==> src/rtl/traffic_lamp_monitor.sv <==
// Safety monitor between a two-direction traffic controller and its lamps:
// passes legal codes through to one-hot lamp drive, latches the first fault and flashes red.
module traffic_lamp_monitor #(
  parameter int unsigned MIN_YELLOW = 1,
  parameter int unsigned FLASH_HALF = 4,
  parameter int unsigned MAX_HOLD   = 0
) (
  input  logic       clk,
  input  logic       reset,
  input  logic [1:0] La,
  input  logic [1:0] Lb,
  input  logic       fault_clr,
  output logic [2:0] lamp_a,
  output logic [2:0] lamp_b,
  output logic       fault,
  output logic [2:0] fault_code
);

  localparam logic [1:0] ST_ARM   = 2'd0;
  localparam logic [1:0] ST_RUN   = 2'd1;
  localparam logic [1:0] ST_FAULT = 2'd2;

  localparam logic [1:0] C_GREEN  = 2'b00;
  localparam logic [1:0] C_YELLOW = 2'b01;
  localparam logic [1:0] C_RED    = 2'b10;
  localparam logic [1:0] C_ILL    = 2'b11;

  localparam logic [2:0] F_NONE     = 3'd0;
  localparam logic [2:0] F_ILLEGAL  = 3'd1;
  localparam logic [2:0] F_CONFLICT = 3'd2;
  localparam logic [2:0] F_SEQ      = 3'd3;
  localparam logic [2:0] F_YSHORT   = 3'd4;
  localparam logic [2:0] F_WDOG     = 3'd5;

  localparam logic [2:0]  LAMP_RED   = 3'b100;
  localparam logic [2:0]  LAMP_DARK  = 3'b000;
  localparam logic [7:0]  MIN_Y8     = 8'(MIN_YELLOW);
  localparam logic [15:0] FLASH_LAST = 16'(FLASH_HALF - 1);
  localparam logic [15:0] HOLD_LIM   = 16'(MAX_HOLD);

  function automatic logic [2:0] decode(input logic [1:0] code);
    case (code)
      C_GREEN:  decode = 3'b001;
      C_YELLOW: decode = 3'b010;
      C_RED:    decode = 3'b100;
      default:  decode = 3'b000;
    endcase
  endfunction

  function automatic logic seq_ok(input logic [1:0] prev, input logic [1:0] cur);
    case (prev)
      C_GREEN:  seq_ok = (cur == C_GREEN)  || (cur == C_YELLOW);
      C_YELLOW: seq_ok = (cur == C_YELLOW) || (cur == C_RED);
      C_RED:    seq_ok = (cur == C_RED)    || (cur == C_GREEN);
      default:  seq_ok = 1'b0;
    endcase
  endfunction

  function automatic logic [7:0] yel_next(input logic [7:0] cnt, input logic [1:0] cur);
    if (cur != C_YELLOW)   yel_next = 8'd0;
    else if (cnt == 8'hFF) yel_next = cnt;
    else                   yel_next = cnt + 8'd1;
  endfunction

  logic [1:0]  state, state_nx;
  logic [2:0]  lamp_a_nx, lamp_b_nx;
  logic        fault_nx;
  logic [2:0]  fault_code_nx;
  logic [1:0]  prev_a, prev_b, prev_a_nx, prev_b_nx;
  logic [7:0]  ycnt_a, ycnt_b, ycnt_a_nx, ycnt_b_nx;
  logic [15:0] hold_cnt, hold_cnt_nx;
  logic [15:0] flash_cnt, flash_cnt_nx;

  // Fault detectors, evaluated on the current sample against the previous one
  logic        illegal, conflict, seq_bad, yshort, wdog;
  logic [15:0] hold_inc;
  logic [2:0]  arm_code, run_code;

  always_comb begin
    illegal  = (La == C_ILL) || (Lb == C_ILL);
    conflict = (La != C_RED) && (Lb != C_RED);
    seq_bad  = !seq_ok(prev_a, La) || !seq_ok(prev_b, Lb);
    yshort   = ((prev_a == C_YELLOW) && (La == C_RED) && (ycnt_a < MIN_Y8)) ||
               ((prev_b == C_YELLOW) && (Lb == C_RED) && (ycnt_b < MIN_Y8));
    if ({La, Lb} != {prev_a, prev_b}) hold_inc = 16'd0;
    else if (hold_cnt == 16'hFFFF)    hold_inc = hold_cnt;
    else                              hold_inc = hold_cnt + 16'd1;
    wdog = (HOLD_LIM != 16'd0) && (hold_inc >= HOLD_LIM);

    if (illegal)       arm_code = F_ILLEGAL;
    else if (conflict) arm_code = F_CONFLICT;
    else               arm_code = F_NONE;

    if (arm_code != F_NONE) run_code = arm_code;
    else if (seq_bad)       run_code = F_SEQ;
    else if (yshort)        run_code = F_YSHORT;
    else if (wdog)          run_code = F_WDOG;
    else                    run_code = F_NONE;
  end

  // Next-state and registered-output logic
  always_comb begin
    state_nx      = state;
    lamp_a_nx     = lamp_a;
    lamp_b_nx     = lamp_b;
    fault_nx      = fault;
    fault_code_nx = fault_code;
    prev_a_nx     = prev_a;
    prev_b_nx     = prev_b;
    ycnt_a_nx     = ycnt_a;
    ycnt_b_nx     = ycnt_b;
    hold_cnt_nx   = hold_cnt;
    flash_cnt_nx  = flash_cnt;

    case (state)
      ST_ARM: begin
        lamp_a_nx = LAMP_RED;
        lamp_b_nx = LAMP_RED;
        if (arm_code != F_NONE) begin
          state_nx      = ST_FAULT;
          fault_nx      = 1'b1;
          fault_code_nx = arm_code;
          flash_cnt_nx  = 16'd0;
        end else begin
          state_nx    = ST_RUN;
          lamp_a_nx   = decode(La);
          lamp_b_nx   = decode(Lb);
          prev_a_nx   = La;
          prev_b_nx   = Lb;
          hold_cnt_nx = 16'd0;
          ycnt_a_nx   = (La == C_YELLOW) ? MIN_Y8 : 8'd0;
          ycnt_b_nx   = (Lb == C_YELLOW) ? MIN_Y8 : 8'd0;
        end
      end
      ST_RUN: begin
        prev_a_nx = La;
        prev_b_nx = Lb;
        if (run_code != F_NONE) begin
          state_nx      = ST_FAULT;
          fault_nx      = 1'b1;
          fault_code_nx = run_code;
          lamp_a_nx     = LAMP_RED;
          lamp_b_nx     = LAMP_RED;
          flash_cnt_nx  = 16'd0;
        end else begin
          lamp_a_nx   = decode(La);
          lamp_b_nx   = decode(Lb);
          ycnt_a_nx   = yel_next(ycnt_a, La);
          ycnt_b_nx   = yel_next(ycnt_b, Lb);
          hold_cnt_nx = hold_inc;
        end
      end
      ST_FAULT: begin
        if (fault_clr) begin
          state_nx      = ST_ARM;
          fault_nx      = 1'b0;
          fault_code_nx = F_NONE;
          lamp_a_nx     = LAMP_RED;
          lamp_b_nx     = LAMP_RED;
        end else if (flash_cnt == FLASH_LAST) begin
          // Lamp A doubles as the flash phase; B always mirrors it
          flash_cnt_nx = 16'd0;
          lamp_a_nx    = (lamp_a == LAMP_RED) ? LAMP_DARK : LAMP_RED;
          lamp_b_nx    = (lamp_a == LAMP_RED) ? LAMP_DARK : LAMP_RED;
        end else begin
          flash_cnt_nx = flash_cnt + 16'd1;
        end
      end
      default: begin
        state_nx  = ST_ARM;
        lamp_a_nx = LAMP_RED;
        lamp_b_nx = LAMP_RED;
      end
    endcase
  end

  always_ff @(posedge clk or posedge reset) begin
    if (reset) begin
      state      <= ST_ARM;
      lamp_a     <= LAMP_RED;
      lamp_b     <= LAMP_RED;
      fault      <= 1'b0;
      fault_code <= F_NONE;
      prev_a     <= 2'b00;
      prev_b     <= 2'b00;
      ycnt_a     <= 8'd0;
      ycnt_b     <= 8'd0;
      hold_cnt   <= 16'd0;
      flash_cnt  <= 16'd0;
    end else begin
      state      <= state_nx;
      lamp_a     <= lamp_a_nx;
      lamp_b     <= lamp_b_nx;
      fault      <= fault_nx;
      fault_code <= fault_code_nx;
      prev_a     <= prev_a_nx;
      prev_b     <= prev_b_nx;
      ycnt_a     <= ycnt_a_nx;
      ycnt_b     <= ycnt_b_nx;
      hold_cnt   <= hold_cnt_nx;
      flash_cnt  <= flash_cnt_nx;
    end
  end

endmodule

==> config.mk <==
export PLATFORM = sky130hd
export DESIGN_NAME = traffic_lamp_monitor
export DESIGN_NICKNAME = d
export VERILOG_FILES = /design/src/rtl/traffic_lamp_monitor.sv
export SDC_FILE = /design/constraint.sdc
export NUM_CORES = 1
export LEC_CHECK = 0
export BUFFER_PORTS_ARGS = -buffer_cell sky130_fd_sc_hd__buf_2
export CAP_MARGIN = 20
export CORE_UTILIZATION = 45
export CTS_BUF_LIST = sky130_fd_sc_hd__clkbuf_2
export DETAILED_ROUTE_END_ITERATION = 12
export HOLD_SLACK_MARGIN = 0.08
export SETUP_SLACK_MARGIN = 0.05
export SLEW_MARGIN = 20
export SYNTH_ARGS = -nofsm -noshare
export SYNTH_HDL_FRONTEND = slang
export SYNTH_SLANG_ARGS = --single-unit
==> constraint.sdc <==
create_clock -name clk -period 2.9 [get_ports clk]
set_input_delay 0.29 -clock clk [delete_from_list [all_inputs] [get_ports clk]]
set_output_delay 0.29 -clock clk [all_outputs]
set_load 0.03 [all_outputs]
Word level (Yosys, flattened, before mapping):

Cells that the tools add are included.
Widths: inputs -> output; s select.

* add/subtract/negate cells: 3
* magnitude comparators: 2
* eq/ne operators: 29
* multiplexer cells: 51
* reductions and logical operators: 31

Operator list (count)
* $mux 16: 4
* $mux 8: 8
* $pmux 16 s3: 1
* $pmux 3 s3: 5
* $mux 3: 13
* $pmux 8 s2: 2
* $add 16x1->16 const B: 1
* $add 8x1->8 const B: 2
* $eq 16x2->1 const B: 1
* $eq 8x8->1 const B: 2
* $lt 8x1->1 const B: 2
* $ne 2x2->1 const B: 8
* $reduce_and 4->1: 4
* $eq 2x2->1 const B: 7
* $mux 2: 7
* $eq 2x1->1 const B: 5
* $logic_not 2->1: 5
* $logic_or 1x1->1: 9
* $ne 3x3->1 const B: 3
* $pmux 1 s3: 3
* $reduce_bool 3->1: 3
* $pmux 2 s2: 2
* $pmux 2 s3: 1
* $logic_and 1x1->1: 5
* other kinds (6): 13

* register bits after elaboration: 48
* bits of input ports: 7
* output and inout port bits: 10
* logic and storage cells: 126

Longest topological paths before layout:

* depth in word-level cells: 10
* gate-level depth with buffers: 11
* depth with buffers taken out: 8

Worst setup path after synthesis:

No wires, ideal clock.

* kind: register to register
* start point: register prev_a[0]
* end point: register ycnt_a[5]
* library setup time: 0.101 ns
* arrival time: 2.723 ns
* required time: 2.799 ns
* setup slack: 0.076 ns
* stages on the path, launching flop included: 11
* path buffers: 2
* period minus slack after synthesis: 2.824 ns
* cell sequence: dfrtp_1 > inv_1 > ha_1 > and4bb_1 > a211oi_1 > or4_1 > clkbuf_2 > or2_1 > buf_6 > or4_4 > o311ai_2

* word-level cells in the longest chain between the ends: 10
* elaborated cells between the ends (all ways): 15
* classes of those cells: 3 x eq/ne; 4 x mux; 8 x reduce/logical

RTL lines
* start, declared: RTL line 69 `logic [1:0] prev_a, prev_b, prev_a_nx, prev_b_nx;`
* start signal, assigned: RTL line 196 `prev_a <= prev_a_nx;`
* $eq 2x1->1: RTL line 51, 83
* $logic_and 1x1->1 (2 in series): RTL line 83 `yshort = ((prev_a == C_YELLOW) && (La == C_RED) && (ycnt_a < MIN_Y8)) ||`
* $logic_or 1x1->1: RTL line 83
* $mux 3: RTL line 96 `else if (yshort) run_code = F_YSHORT;`
* $mux 3 (*): RTL line 95 `else if (seq_bad) run_code = F_SEQ;`
* $mux 3 (*): RTL line 94 `if (arm_code != F_NONE) run_code = arm_code;`
* $reduce_bool 3->1 (*): RTL line 138 `if (run_code != F_NONE) begin`
* $ne 2x2->1 (no source line) (*)
* $reduce_and 4->1 (no source line) (*)
* end signal, assigned: RTL line 198 `ycnt_a <= ycnt_a_nx;`
* end, declared: RTL line 70 `logic [7:0] ycnt_a, ycnt_b, ycnt_a_nx, ycnt_b_nx;`

Mark *: on every way between the ends. The rest lies on a longest branch, timed or not.
A chain may end at the register's enable or synchronous reset.

Worst setup path in the final report:

* start point: register prev_a[1]
* end point: register ycnt_a[5]

The elaborated chain is that of the path after synthesis.

==> impl_metrics.xml <==
<?xml version="1.0" encoding="UTF-8"?>
<metrics>
  <group name="worst_setup_path">
    <metric name="critPathArrivalTime" unit="ns">3.13</metric>
    <metric name="r2r_setup_slack" unit="ns">0.13</metric>
    <metric name="crit_type" unit="">reg2reg</metric>
    <metric name="number_of_cells_traversed_by_the_worst_register_to_register_path" unit="">8</metric>
    <metric name="timing.critical_path.required" unit="ns">3.26</metric>
    <metric name="setup.worst_path.end_class" unit="">flip-flop</metric>
    <metric name="crit_fanout" unit="">4</metric>
    <metric name="critPathLaunchType" unit="">flip-flop</metric>
  </group>
  <group name="routing">
    <metric name="drt_first_iter_violations" unit="">129</metric>
    <metric name="via_count" unit="">2602</metric>
    <metric name="route.antenna.remaining_nets" unit="">0</metric>
    <metric name="drt_pre_antenna_iters" unit="">8</metric>
    <metric name="finalWirelength" unit="microns">7190</metric>
    <metric name="wire_per_inst" unit="microns">16.0</metric>
    <metric name="drcViolationCount" unit="">2</metric>
    <metric name="viasPerCell" unit="">5.78</metric>
  </group>
  <group name="logic_synthesis">
    <metric name="synth_edf_count" unit="">0</metric>
    <metric name="synth-seq-cells" unit="">48</metric>
    <metric name="area_share_of_xor_xnor_cells_in_the_synthesized_design" unit="">0</metric>
    <metric name="postSynthAreaPerCell" unit="sq um">8.68</metric>
    <metric name="synth-adder-area-share" unit="">0.0743</metric>
    <metric name="yosys.area_share.simple" unit="">0.242</metric>
    <metric name="synth_mux_area_frac" unit="">0.00702</metric>
    <metric name="synth_cell_type_count" unit="">53</metric>
    <metric name="synth-compound-area-share" unit="">0.227</metric>
    <metric name="async_reset_ff_frac" unit="">1.00</metric>
    <metric name="synth_area" unit="sq mm">0.00303</metric>
    <metric name="synth_top_family_by_area" unit="">simple AND/OR/NAND/NOR gates</metric>
    <metric name="top_flip_flop_cell_by_instance_count_after_synthesis" unit="">sky130_fd_sc_hd__dfrtp_1</metric>
    <metric name="syn_inst" unit="">349</metric>
    <metric name="yosysSeqAreaShare" unit="">0.397</metric>
    <metric name="number_of_synthesis_warnings" unit="">0</metric>
    <metric name="synth_fp_nets" unit="">374</metric>
  </group>
  <group name="floorplanning">
    <metric name="die_height" unit="microns">84.1</metric>
    <metric name="die_width" unit="microns">84.1</metric>
    <metric name="effective_utilization_at_floorplan" unit="">0.472</metric>
    <metric name="core-area" unit="sq mm">0.00642</metric>
    <metric name="core.rowCount" unit="">29</metric>
    <metric name="design.die.area" unit="sq mm">0.00707</metric>
    <metric name="top_level_ports" unit="">17</metric>
  </group>
  <group name="power_and_ir_drop">
    <metric name="powerDensity" unit="mW/mm^2">722</metric>
    <metric name="power.share.clock" unit="">0.124</metric>
    <metric name="combPwrFrac" unit="">0.508</metric>
    <metric name="switching_share" unit="">0.452</metric>
    <metric name="cell_internal_pwr" unit="mW">1.30</metric>
    <metric name="power.total" unit="mW">2.38</metric>
    <metric name="total_switching_power" unit="mW">1.08</metric>
    <metric name="seq_power_share" unit="">0.368</metric>
    <metric name="power.leakage" unit="nW">1.46</metric>
    <metric name="max_vdd_drop" unit="mV">0.351</metric>
  </group>
  <group name="final_layout">
    <metric name="final_nets" unit="">397</metric>
    <metric name="design_area" unit="sq mm">0.00330</metric>
    <metric name="area_growth_syn_to_layout" unit="%">8.84</metric>
    <metric name="antenna_cells" unit="">0</metric>
    <metric name="instances_no_fill" unit="">450</metric>
    <metric name="post_route_cells_drive_above_1_share" unit="">0.134</metric>
    <metric name="final_util" unit="">0.514</metric>
    <metric name="layout_common_cells" unit="">sky130_fd_sc_hd__dfrtp_1, sky130_fd_sc_hd__o21ai_0, sky130_fd_sc_hd__nand2_1</metric>
    <metric name="final_common_cell" unit="">sky130_fd_sc_hd__dfrtp_1</metric>
  </group>
  <group name="clock_tree">
    <metric name="clock_tree.buffer_depth" unit="">2</metric>
    <metric name="clock_insertion_delay_worst_skew" unit="ns">0.44</metric>
    <metric name="cts-root-buf" unit="">sky130_fd_sc_hd__clkbuf_2</metric>
    <metric name="tritoncts" unit="">built</metric>
    <metric name="clock-sinks" unit="">48</metric>
    <metric name="htreeDepth" unit="">2</metric>
    <metric name="clock_buffer_count_from_cts" unit="">5</metric>
    <metric name="path_clk_slew" unit="ns">0.25</metric>
  </group>
  <group name="sta">
    <metric name="period_minus_slack" unit="ns">2.77</metric>
    <metric name="finalSetupTns" unit="ns">0</metric>
    <metric name="finalCritPeriodShare" unit="">0.954</metric>
    <metric name="setup_viol_count_final" unit="">0</metric>
    <metric name="worst-slew-pin-transition" unit="ns">0.832</metric>
    <metric name="slew_headroom" unit="">0.445</metric>
    <metric name="rsz_0062_raised_after_global_routing" unit="">false</metric>
    <metric name="clock_skew" unit="ns">0.0192</metric>
    <metric name="fmax" unit="MHz">361</metric>
    <metric name="hold-worst-slack" unit="ns">0.160</metric>
    <metric name="setup_slack" unit="ns">0.134</metric>
    <metric name="timing.final.hold_violations" unit="">0</metric>
    <metric name="slew_violations" unit="">0</metric>
  </group>
  <group name="placement">
    <metric name="io_buffers" unit="">16</metric>
    <metric name="placed_standard_cell_area" unit="sq mm">0.00322</metric>
    <metric name="dp_hpwl" unit="microns">5120</metric>
    <metric name="place.detailed.instances" unit="">440</metric>
    <metric name="gp_routability_congestion" unit="">0.833</metric>
    <metric name="place_worst_setup_slack" unit="ns">0.100</metric>
  </group>
  <group name="grt">
    <metric name="grt_overflow_total" unit="">0</metric>
    <metric name="groute.usage.overall" unit="">0.213</metric>
    <metric name="maximum_number_of_pins_on_one_net_before_global_route_repair" unit="">49</metric>
    <metric name="grt_pass1_wl" unit="microns">12100</metric>
    <metric name="grt_antenna_before_repair" unit="">0</metric>
    <metric name="number_of_global_route_vias_before_repair" unit="">2554</metric>
  </group>
  <group name="worst_hold_path">
    <metric name="worst_hold_path_type" unit="">in2reg</metric>
    <metric name="timing.hold.worst_path_depth" unit="">2</metric>
  </group>
  <group name="status">
    <metric name="violations" unit="">design-rule violations</metric>
    <metric name="outcome" unit="">finished, violations left</metric>
  </group>
  <group name="job">
    <metric name="max_cap_violations" unit="">0</metric>
  </group>
</metrics>
-- cells in the mapped netlist, types with 4 or more instances --
library cell,count,area share
sky130_fd_sc_hd__a31oi_1,6,0.012
sky130_fd_sc_hd__nor2_1,24,0.030
sky130_fd_sc_hd__and2_1,4,0.0083
sky130_fd_sc_hd__ha_1,18,0.074
sky130_fd_sc_hd__clkbuf_1,7,0.0087
sky130_fd_sc_hd__nand2b_1,5,0.010
sky130_fd_sc_hd__nand2_1,36,0.045
sky130_fd_sc_hd__nor4_1,6,0.012
sky130_fd_sc_hd__o21ai_0,42,0.069
sky130_fd_sc_hd__o31ai_1,20,0.050
sky130_fd_sc_hd__inv_1,22,0.027
sky130_fd_sc_hd__dfrtp_1,46,0.38
sky130_fd_sc_hd__nor2b_1,6,0.012
sky130_fd_sc_hd__nor3_1,4,0.0066
sky130_fd_sc_hd__a21oi_1,13,0.021
sky130_fd_sc_hd__and3_1,7,0.014
sky130_fd_sc_hd__nand3_1,17,0.028
sky130_fd_sc_hd__nand4_1,8,0.017
-- routing by layer --
metal / track usage / wire length (microns) / up-vias
met5: 0 / 0 / -
met4: 0.0627 / 65 / 0
met3: 0.0366 / 201 / 6
met2: 0.369 / 3470 / 44
met1: 0.270 / 3450 / 1226
li1: - / - / 1326
-- worst paths after layout --
kind | start | end
worst max register to register | prev_a[1] | ycnt_a[5]
max in group asynchronous | reset | lamp_a[0]
min in group asynchronous | reset | flash_cnt[10]
worst min-delay path | La[0] | lamp_a[0]
worst min register to register | flash_cnt[15] | flash_cnt[15]
worst max-delay path | prev_a[1] | ycnt_a[5]
-- cell type report --
cell class              count  area, sq um
clock inverters             3         23.8
fillers                   608         3120
flip-flops and latches     48         1200
well taps                  77         96.3
inverters                  22         83.8
repair buffers             30          188
clock buffers               5         25.0
multi-input cells         265         1680
-- state kept, by name, indices dropped and copies added, names as in the netlist --
name and cells:
fault 1, ycnt_a 8, state 2, lamp_a 3, flash_cnt 16, ycnt_b 8
prev_b 2, prev_a 2, fault_code 3, lamp_b 3
-- power groups by stage --
| stage | combinational [mW] | sequential (mW) | clock (mW) |
|---|---|---|---|
| 2_1_floorplan | 0.782 | 0.952 | 0 |
| 3_3_place_gp | 1.17 | 0.887 | 0 |
| 3_5_place_dp | 1.19 | 0.893 | 0 |
| 4_1_cts | 1.21 | 0.875 | 0.313 |
| 5_1_grt | 1.35 | 0.892 | 0.339 |
| 6_report | 1.21 | 0.877 | 0.295 |
-- what timing repair did --
action / in CTS / in global routing
setup buffers: 1 / 0
pin swaps: 0 / 3
hold buffers: 1 / 0
setup endpoints to repair: 1 / 3
resized for setup: 0 / 2
endpoints found under the hold margin: 46 / 0
-- critical path, stage by stage (launching register included) --
cell and delay [ns]:
sky130_fd_sc_hd__dfrtp_1 0.45, sky130_fd_sc_hd__inv_1 0.08, sky130_fd_sc_hd__ha_1 0.29, sky130_fd_sc_hd__and4bb_1 0.19, sky130_fd_sc_hd__a211oi_1 0.07, sky130_fd_sc_hd__or4_1 0.54, sky130_fd_sc_hd__or2_4 0.27, sky130_fd_sc_hd__or4_4 0.56
sky130_fd_sc_hd__o311ai_4 0.27
-- cells by family (layout without fill, tap and decap cells) --
kind of cell,after synthesis,count (layout)
AOI/OAI and AO/OA,106,106
and+or+nand+nor,139,139
buffers and inverters,36,60
muxes,2,2
DFF,48,48
adders and majority gates,18,18
No activity file was read; power rests on OpenSTA's default activity.
